==> config.mk <==
export PLATFORM = sky130hd
export DESIGN_NAME = spi_frame_rx
export DESIGN_NICKNAME = d
export VERILOG_FILES = /design/src/rtl/spi_frame_rx.sv
export SDC_FILE = /design/constraint.sdc
export NUM_CORES = 1
export LEC_CHECK = 0
export ABC_AREA = 1
export BUFFER_PORTS_ARGS = -buffer_cell sky130_fd_sc_hd__buf_2
export CORE_UTILIZATION = 60
export CTS_BUF_LIST = sky130_fd_sc_hd__clkbuf_8
export CTS_CLUSTER_SIZE = 25
export DETAILED_ROUTE_END_ITERATION = 12
export HOLD_SLACK_MARGIN = 0.1
export PLACE_DENSITY_LB_ADDON = 0.12
export SYNTH_ARGS = -nofsm -noshare
export SYNTH_HDL_FRONTEND = slang
export SYNTH_SLANG_ARGS = --single-unit
==> constraint.sdc <==
create_clock -name clk -period 3.85 [get_ports clk]
set_input_delay 0.9625 -clock clk [delete_from_list [all_inputs] [get_ports clk]]
set_output_delay 0.9625 -clock clk [all_outputs]
set_load 0.01 [all_outputs]
==> src/rtl/spi_frame_rx.sv <==
// spi_frame_rx: decodes marker/data/guard line-coded bytes into a first-word-fall-through FIFO
module spi_frame_rx #(
  parameter int DEPTH = 4
) (
  input  logic                     clk,
  input  logic                     rst,
  input  logic                     sdi,
  input  logic                     en_in,
  input  logic                     clr,
  input  logic                     ready,
  output logic [7:0]               data_out,
  output logic                     valid,
  output logic [$clog2(DEPTH):0]   count,
  output logic                     busy,
  output logic                     frame_err,
  output logic                     ovf
);
  localparam int AW = $clog2(DEPTH);
  localparam logic [AW:0] FULL = (AW+1)'(DEPTH);
  typedef enum logic [2:0] {IDLE, HUNT, DATA, GUARD, MARK} state_t;
  state_t        state_q, state_d;
  logic [2:0]    idx_q, idx_d;
  logic [7:0]    sh_q, sh_d;
  logic [7:0]    mem_q [DEPTH];
  logic [7:0]    mem_d [DEPTH];
  logic [AW-1:0] wp_q, wp_d, rp_q, rp_d;
  logic [AW:0]   cnt_q, cnt_d;
  logic          ferr_q, ferr_d, ovf_q, ovf_d;
  logic          push, err, pop, drop, wr;
  // line-code decoder: en_in high aborts any frame without pushing or flagging
  always_comb begin
    state_d = state_q;
    idx_d = idx_q;
    sh_d = sh_q;
    push = 1'b0;
    err = 1'b0;
    if (state_q != IDLE && en_in) state_d = IDLE;
    else begin
      case (state_q)
        IDLE: state_d = en_in ? IDLE : HUNT;
        HUNT: begin
          state_d = sdi ? DATA : HUNT;
          idx_d = sdi ? 3'd0 : idx_q;
        end
        DATA: begin
          sh_d[idx_q] = sdi;
          state_d = GUARD;
        end
        GUARD: begin
          err = sdi;
          push = !sdi && idx_q == 3'd7;
          idx_d = (!sdi && idx_q != 3'd7) ? idx_q + 3'd1 : idx_q;
          state_d = (!sdi && idx_q != 3'd7) ? MARK : HUNT;
        end
        MARK: begin
          err = !sdi;
          state_d = sdi ? DATA : HUNT;
        end
        default: state_d = IDLE;
      endcase
    end
  end
  // FIFO bookkeeping: a full FIFO still accepts a push when the head pops on the same edge
  always_comb begin
    pop = cnt_q != '0 && ready;
    drop = push && cnt_q == FULL && !pop;
    wr = push && !drop;
    mem_d = mem_q;
    if (wr) mem_d[wp_q] = sh_q;
    wp_d = wr ? wp_q + 1'b1 : wp_q;
    rp_d = pop ? rp_q + 1'b1 : rp_q;
    cnt_d = cnt_q + (AW+1)'(wr) - (AW+1)'(pop);
    ferr_d = err | (ferr_q & ~clr);
    ovf_d = drop | (ovf_q & ~clr);
  end
  // state, shift register, FIFO storage and sticky flags
  always_ff @(posedge clk or negedge rst) begin
    if (!rst) begin
      state_q <= IDLE;
      idx_q <= '0;
      sh_q <= '0;
      mem_q <= '{default: '0};
      wp_q <= '0;
      rp_q <= '0;
      cnt_q <= '0;
      ferr_q <= 1'b0;
      ovf_q <= 1'b0;
    end else begin
      state_q <= state_d;
      idx_q <= idx_d;
      sh_q <= sh_d;
      mem_q <= mem_d;
      wp_q <= wp_d;
      rp_q <= rp_d;
      cnt_q <= cnt_d;
      ferr_q <= ferr_d;
      ovf_q <= ovf_d;
    end
  end
  assign valid = cnt_q != '0;
  assign data_out = valid ? mem_q[rp_q] : 8'h00;
  assign count = cnt_q;
  assign busy = state_q == DATA || state_q == GUARD || state_q == MARK;
  assign frame_err = ferr_q;
  assign ovf = ovf_q;
endmodule
Word-level counts from Yosys, hierarchy flattened
Index checks and enable logic that the tools add are counted.
{ "word_totals": {"inputBits": 6, "word_cells": 82, "regBits": 55, "out_inout_bits": 15} }
{ "classes": {"eq_ne": 9, "magnitude_cmp": 5, "n_addsub": 5, "reduce_logical": 21, "muxes": 22, "bitwise_logic": 8} }
{ "ops": {"columns": ["op", "n"], "rows": [
  ["$bwmux W32", 1],
  ["$mux W8", 4],
  ["$bmux W8 S2", 1],
  ["$demux W8 S2", 1],
  ["$mux W3", 4],
  ["$pmux W3 S4", 1],
  ["$eq A3 B3 Y1 const B", 3],
  ["$logic_and A1 B1 Y1", 9],
  ["$bwmux W8", 1],
  ["$eq A3 B2 Y1 const B", 2],
  ["$ge A3 B3 Y1 const B", 2],
  ["$not A2 Y3", 2],
  ["$pmux W3 S2", 1],
  ["$reduce_bool A3 Y1", 2],
  ["$mux W1", 5],
  ["$add A2 B1 Y2 const B", 2],
  ["$lt A3 B4 Y1 const B", 1],
  ["$ne A2 B2 Y1 const B", 2],
  ["$reduce_and A4 Y1", 1],
  ["$add A3 B1 Y3", 1],
  ["$add A3 B1 Y3 const B", 1],
  ["$demux W1 S3", 1],
  ["$eq A3 B1 Y1 const B", 1],
  ["$ge A3 B1 Y1 const B", 1],
  ["other kinds (14)", 20]
]} }

Depth between registers and ports, before layout
{ "depth": {"ltp_word": 10, "ltp_mapped": 12, "ltp_nobuf": 12} }

Worst setup path before layout
OpenSTA, ideal clock, no wires.
{ "synth_timing": {"path_kind": "input port to flip-flop", "start": "input port sdi", "end": "register cnt_q[2] (netlist: count[2])", "cell_stages": 11, "path_buffers": 0, "setup_slack_ps": 1173, "required_time_ps": 3721, "t_arrival_ps": 2548, "setup_time_ps": 129, "cell_sequence": "inv_1 nand2_1 nor2_4 nand3_1 ha_1 inv_1 ha_1 inv_1 fa_1 xnor2_1 xor2_1"} }
{ "synth_via": {"elab_chain_cells": 10} }
{ "synth_rtl": {"columns": ["element", "line", "rtl"], "rows": [
  ["from (decl)", "7", "input logic sdi,"],
  ["$logic_not A1 Y1 *", "51", "push = !sdi && idx_q == 3'd7;"],
  ["$logic_and A1 B1 Y1 *", "51", null],
  ["$mux W1 *", "39", "case (state_q)"],
  ["$mux W1 *", "37", "if (state_q != IDLE && en_in) state_d = IDLE;"],
  ["$logic_and A1 B1 Y1 (2 in a row)", "66", "drop = push && cnt_q == FULL && !pop;"],
  ["$logic_not A1 Y1", "67", "wr = push && !drop;"],
  ["$logic_and A1 B1 Y1 *", "67", null],
  ["$add A3 B1 Y3 *", "72", "cnt_d = cnt_q + (AW+1)'(wr) - (AW+1)'(pop);"],
  ["$sub A3 B1 Y3 *", "72", null],
  ["net cnt_d[2]", "27", "logic [AW:0] cnt_q, cnt_d;"],
  ["to (signal assigned)", "95", "cnt_q <= cnt_d;"],
  ["to (decl)", "27", null]
]} }
Mark *: on every way through the listed nets, which the timed path passes. The rest lies on a longest branch.
A chain may end at the register's enable or synchronous reset.

Worst setup path in the final report
{ "layout_timing": {"start": "register rp_q[0]", "end": "output port data_out[5]"} }
{ "layout_via": {"elab_chain_cells": 5} }
{ "layout_rtl": {"columns": ["element", "line", "rtl"], "rows": [
  ["from (decl)", "26", "logic [AW-1:0] wp_q, wp_d, rp_q, rp_d;"],
  ["from (signal assigned)", "94", "rp_q <= rp_d;"],
  ["$not A2 Y3 (not written as such)", "101", "assign data_out = valid ? mem_q[rp_q] : 8'h00;"],
  ["$bmux W8 S2", "101", null],
  ["$mux W8 (not written as such) (2 in a row)", "101", null],
  ["$mux W8", "101", null],
  ["to (decl)", "11", "output logic [7:0] data_out,"]
]} }
No other way between the ends. The select of a mux whose other input is x is not followed.

==> impl_results.html <==
<table>
<tr><th>Metric</th><th>Value</th></tr>
<tr><th colspan="2">Outcome</th></tr>
<tr><td>Status</td><td>complete, no violations</td></tr>
<tr><th colspan="2">Layout</th></tr>
<tr><td>Net count reported at finish</td><td>378</td></tr>
<tr><td>Final instance area</td><td>0.002947 mm^2</td></tr>
<tr><td>Layout area overhead</td><td>6.129%</td></tr>
<tr><td>Diode insertion count for antenna repair</td><td>0</td></tr>
<tr><td>Fraction of final layout cells sized beyond drive strength 1</td><td>0.09392</td></tr>
<tr><th colspan="2">STA</th></tr>
<tr><td>Max Freq</td><td>0.3523 GHz</td></tr>
<tr><td>Setup repair after global routing missed its margin</td><td>false</td></tr>
<tr><td>Setup Total Neg Slack</td><td>0 ns</td></tr>
<tr><td>Transition at the pin with the smallest max-transition slack</td><td>0.8584 ns</td></tr>
<tr><td>Setup violation total in the final timing report</td><td>0</td></tr>
<tr><td>Period minus WS final</td><td>2.839 ns</td></tr>
<tr><td>Final worst clock skew</td><td>0.006816 ns</td></tr>
<tr><td>Post-route clock period utilization</td><td>0.7374</td></tr>
<tr><td>Number of hold-slack violations in the final timing report</td><td>0</td></tr>
<tr><td>Slew Limit Headroom</td><td>0.4278</td></tr>
<tr><td>Max-slew violation total from the final report</td><td>0</td></tr>
<tr><th colspan="2">Synth</th></tr>
<tr><td>Biggest area consumer among synthesized cells</td><td>sky130_fd_sc_hd__dfrtp_1</td></tr>
<tr><td>Register area share after synthesis</td><td>0.4957</td></tr>
<tr><td>Share of async-settable or async-resettable flops after synthesis</td><td>1.000</td></tr>
<tr><td>Number of warning messages in the yosys log</td><td>0</td></tr>
<tr><td>Number of distinct standard cells referenced by the synthesized netlist</td><td>24</td></tr>
<tr><td>Post-Syn Area</td><td>0.002776 mm^2</td></tr>
<tr><td>Average footprint of a synthesized cell</td><td>8.001 um^2</td></tr>
<tr><td>Fraction of synthesized cell area in xor and xnor cells</td><td>0.01262</td></tr>
<tr><td>Dominant cell by count in the synthesized netlist</td><td>sky130_fd_sc_hd__nand2_1</td></tr>
<tr><td>Synthesized net count</td><td>362</td></tr>
<tr><td>Share of synthesized area spent on multiplexers</td><td>0</td></tr>
<tr><td>Post-synthesis register bit count</td><td>55</td></tr>
<tr><td>Post-synthesis adder-cell area fraction</td><td>0.04326</td></tr>
<tr><td>Dominant combinational cell family by area after synthesis</td><td>simple AND/OR/NAND/NOR gates</td></tr>
<tr><td>Cells after Synth</td><td>347</td></tr>
<tr><td>Synthesized-area fraction occupied by ao, oa, aoi and oai cells</td><td>0.07075</td></tr>
<tr><td>Commonest cells post-synth</td><td>sky130_fd_sc_hd__nand2_1 (100), sky130_fd_sc_hd__dfrtp_1 (55), sky130_fd_sc_hd__nor2_1 (45)</td></tr>
<tr><td>Main area contributors after synthesis</td><td>sky130_fd_sc_hd__dfrtp_1 (50%), sky130_fd_sc_hd__nand2_1 (14%), sky130_fd_sc_hd__nand3_1 (7.8%)</td></tr>
<tr><td>Post-synth top flop</td><td>sky130_fd_sc_hd__dfrtp_1</td></tr>
<tr><td>Number of enable-type register cells in the synthesized netlist</td><td>0</td></tr>
<tr><td>Share of Yosys cell area claimed by the top area cell type</td><td>0.4957</td></tr>
<tr><td>Simple-gate portion of the synthesized area</td><td>0.3128</td></tr>
<tr><th colspan="2">CTS</th></tr>
<tr><td>Clock root cell</td><td>sky130_fd_sc_hd__clkbuf_8</td></tr>
<tr><td>Count of cells resized by post-cts repair</td><td>0</td></tr>
<tr><td>TritonCTS buffer count</td><td>5</td></tr>
<tr><td>H-tree levels</td><td>2</td></tr>
<tr><td>Max Buffers Root-to-Sink</td><td>2</td></tr>
<tr><td>Number of hold buffers added after CTS</td><td>0</td></tr>
<tr><td>Clock sink count</td><td>55</td></tr>
<tr><td>CTS tree</td><td>built</td></tr>
<tr><td>Clock insertion delay at the later pin of the skew report</td><td>0.30 ns</td></tr>
<tr><td>Post-CTS setup buffer count</td><td>0</td></tr>
<tr><td>Clock slew seen by the registers of the worst setup and hold paths</td><td>0.09 ns</td></tr>
<tr><th colspan="2">Hold path</th></tr>
<tr><td>Hold Path Stages</td><td>2</td></tr>
<tr><td>Hold crit path type</td><td>reg2reg</td></tr>
<tr><th colspan="2">Power and ir drop</th></tr>
<tr><td>Switching fraction of total power</td><td>0.3931</td></tr>
<tr><td>Power Dens Cells</td><td>542.4 mW/mm^2</td></tr>
<tr><td>Leak Pwr</td><td>1.653 nW</td></tr>
<tr><td>Internal power component</td><td>0.9700 mW</td></tr>
<tr><td>NetSw</td><td>0.6283 mW</td></tr>
<tr><td>Share of total power in the clock network</td><td>0.183</td></tr>
<tr><td>Part of the power in combinational logic</td><td>0.350</td></tr>
<tr><td>Reg power frac</td><td>0.467</td></tr>
<tr><td>Peak VDD IR</td><td>335.7 uV</td></tr>
<tr><th colspan="2">GRT</th></tr>
<tr><td>Gr busiest metal</td><td>met2</td></tr>
<tr><td>Overall fraction of global-route tracks in use</td><td>0.2676</td></tr>
<tr><td>Antenna violations before repair</td><td>0</td></tr>
<tr><td>Total congestion overflow</td><td>0</td></tr>
<tr><td>Wire length of the first global-routing pass</td><td>10330 um</td></tr>
<tr><td>Met1 global-route usage</td><td>0.3848</td></tr>
<tr><td>Largest net degree at the start of global routing</td><td>40</td></tr>
<tr><td>Vias in the first global route</td><td>2165</td></tr>
<tr><td>Met3 Usage GRT</td><td>0.05195</td></tr>
<tr><td>Met2 usage</td><td>0.4209</td></tr>
<tr><th colspan="2">Place</th></tr>
<tr><td>Final weighted congestion of routability-driven global placement</td><td>0.8553</td></tr>
<tr><td>Post-DP HPWL</td><td>4027 um</td></tr>
<tr><td>Count of buffers from port buffering</td><td>20</td></tr>
<tr><td>Placed instance area</td><td>0.002874 mm^2</td></tr>
<tr><th colspan="2">Die</th></tr>
<tr><td>Placeable core area</td><td>0.004414 mm^2</td></tr>
<tr><td>Number of placement rows</td><td>24</td></tr>
<tr><td>Chip width</td><td>70.03 um</td></tr>
<tr><td>DIE HEIGHT</td><td>70.03 um</td></tr>
<tr><td>Number of ports placed on the die boundary</td><td>21</td></tr>
<tr><td>Floorplan die area</td><td>0.004904 mm^2</td></tr>
<tr><td>Starting utilization of the core area</td><td>0.6290</td></tr>
<tr><th colspan="2">Drt</th></tr>
<tr><td>Detailed-route wire length per cell</td><td>14.37 um</td></tr>
<tr><td>Iteration count of the initial detailed-routing pass</td><td>5</td></tr>
<tr><td>Via-per-instance ratio</td><td>5.635</td></tr>
<tr><td>Total number of vias</td><td>2333</td></tr>
<tr><td>Number of nets with antenna violations after routing</td><td>0</td></tr>
<tr><td>Detailed-route DRC error count</td><td>0</td></tr>
<tr><td>First-iteration detailed-routing DRC count</td><td>228</td></tr>
<tr><td>Total wire length after detailed routing</td><td>5949 um</td></tr>
<tr><th colspan="2">Flow run</th></tr>
<tr><td>Max-cap violation count</td><td>0</td></tr>
<tr><th colspan="2">Critical path</th></tr>
<tr><td>Capturing element type of the critical path</td><td>output pin</td></tr>
<tr><td>R2R depth</td><td>12</td></tr>
<tr><td>Critical-path cell list</td><td>inv_2 -&gt; o21ai_0 -&gt; a21oi_1 -&gt; buf_2</td></tr>
<tr><td>Data arrival time at the worst-slack endpoint</td><td>1.88 ns</td></tr>
<tr><td>Data required time at the worst endpoint</td><td>2.89 ns</td></tr>
<tr><td>Worst-path maximum fanout</td><td>18</td></tr>
<tr><td>CP max stage cell</td><td>sky130_fd_sc_hd__dfrtp_1</td></tr>
<tr><td>Longest individual stage delay on the worst path</td><td>0.76 ns</td></tr>
<tr><td>Class of the most critical setup path</td><td>reg2out</td></tr>
<tr><td>Startpoint type of the worst setup path</td><td>flop</td></tr>
</table>
## per-stage QoR
stage                       util  cells  hold WS, ns  worst slack [ns]  power (mW)
after floorplan                -    347       0.4438             1.173       1.126
after global placement    0.6511    408       0.4572            0.9129       1.306
after detailed placement  0.6511    408       0.4610            0.8497       1.316
after CTS                 0.6675    414       0.4840             1.040       1.602
after global routing      0.6675    414       0.5050            0.8904       1.721
final                     0.6675    414       0.4813             1.011       1.598
## worst max-delay path, delay by kind of cell (launching register included)
kind	cells	cell delay (ns)
flip-flops	1	0.76
buffers and inverters	2	0.44
AO/OA/AOI/OAI	2	0.38
## cells by family after synthesis
group | count (synthesis)
compound gates | 39
xor+xnor | 4
flops | 55
fa+ha+maj | 9
buf+inv | 40
simple gates | 200
## state kept, by name, summed over array words and instances (netlist names)
signal / count
mem_q: 32
sh_q: 8
count: 3
idx_q: 3
state_q: 3
rp_q: 2
wp_q: 2
frame_err: 1
ovf: 1
## power groups by stage
| stage | combinational [mW] | clock, mW | sequential, mW |
|---|---|---|---|
| floorplan | 0.421 | 0 | 0.705 |
| global placement | 0.552 | 0 | 0.754 |
| detailed placement | 0.560 | 0 | 0.756 |
| CTS | 0.562 | 0.296 | 0.744 |
| global route | 0.642 | 0.320 | 0.758 |
| finish | 0.560 | 0.292 | 0.746 |
## cells in the final DEF (no fill, tap or decap), drive strengths merged
cell      n
a21oi    10
buf      21
clkbuf    5
dfrtp    55
fa        1
ha        8
inv      29
nand2   102
nand3    44
nand3b    1
nand4     4
nor2     48
nor4      1
o21ai    28
o22ai     1
xnor2     1
xor2      3
## area by class of cell
class	count	area (um^2)
multi-input cells	252	1220
clock inverters	1	3.754
clock buffers	5	68.82
well taps	52	65.06
repair buffers	21	107.6
inverters	28	105.1
fillers	404	1468
flip-flops and latches	55	1376
## worst paths after layout
path	from	end	slack [ns]
worst min register to register	mem_q[19]$_DFFE_PN0P_	mem_q[19]$_DFFE_PN0P_	0.48
worst min-delay path	mem_q[19]$_DFFE_PN0P_	mem_q[19]$_DFFE_PN0P_	0.48
max in group asynchronous	rst	idx_q[2]$_DFFE_PN0P_	2.33
min in group asynchronous	rst	sh_q[0]$_DFFE_PN0P_	0.77
worst max register to register	idx_q[1]$_DFFE_PN0P_	count[2]$_DFF_PN0_	1.30
worst max-delay path	rp_q[0]$_DFFE_PN0P_	data_out[5]	1.01
## per-layer routing
layer	part of all wire	wire length, um
met5	0	0
met4	0.0086	51
met3	0.057	340
met2	0.47	2809
met1	0.46	2748
Note: power is estimated with default switching activity, not from simulation.
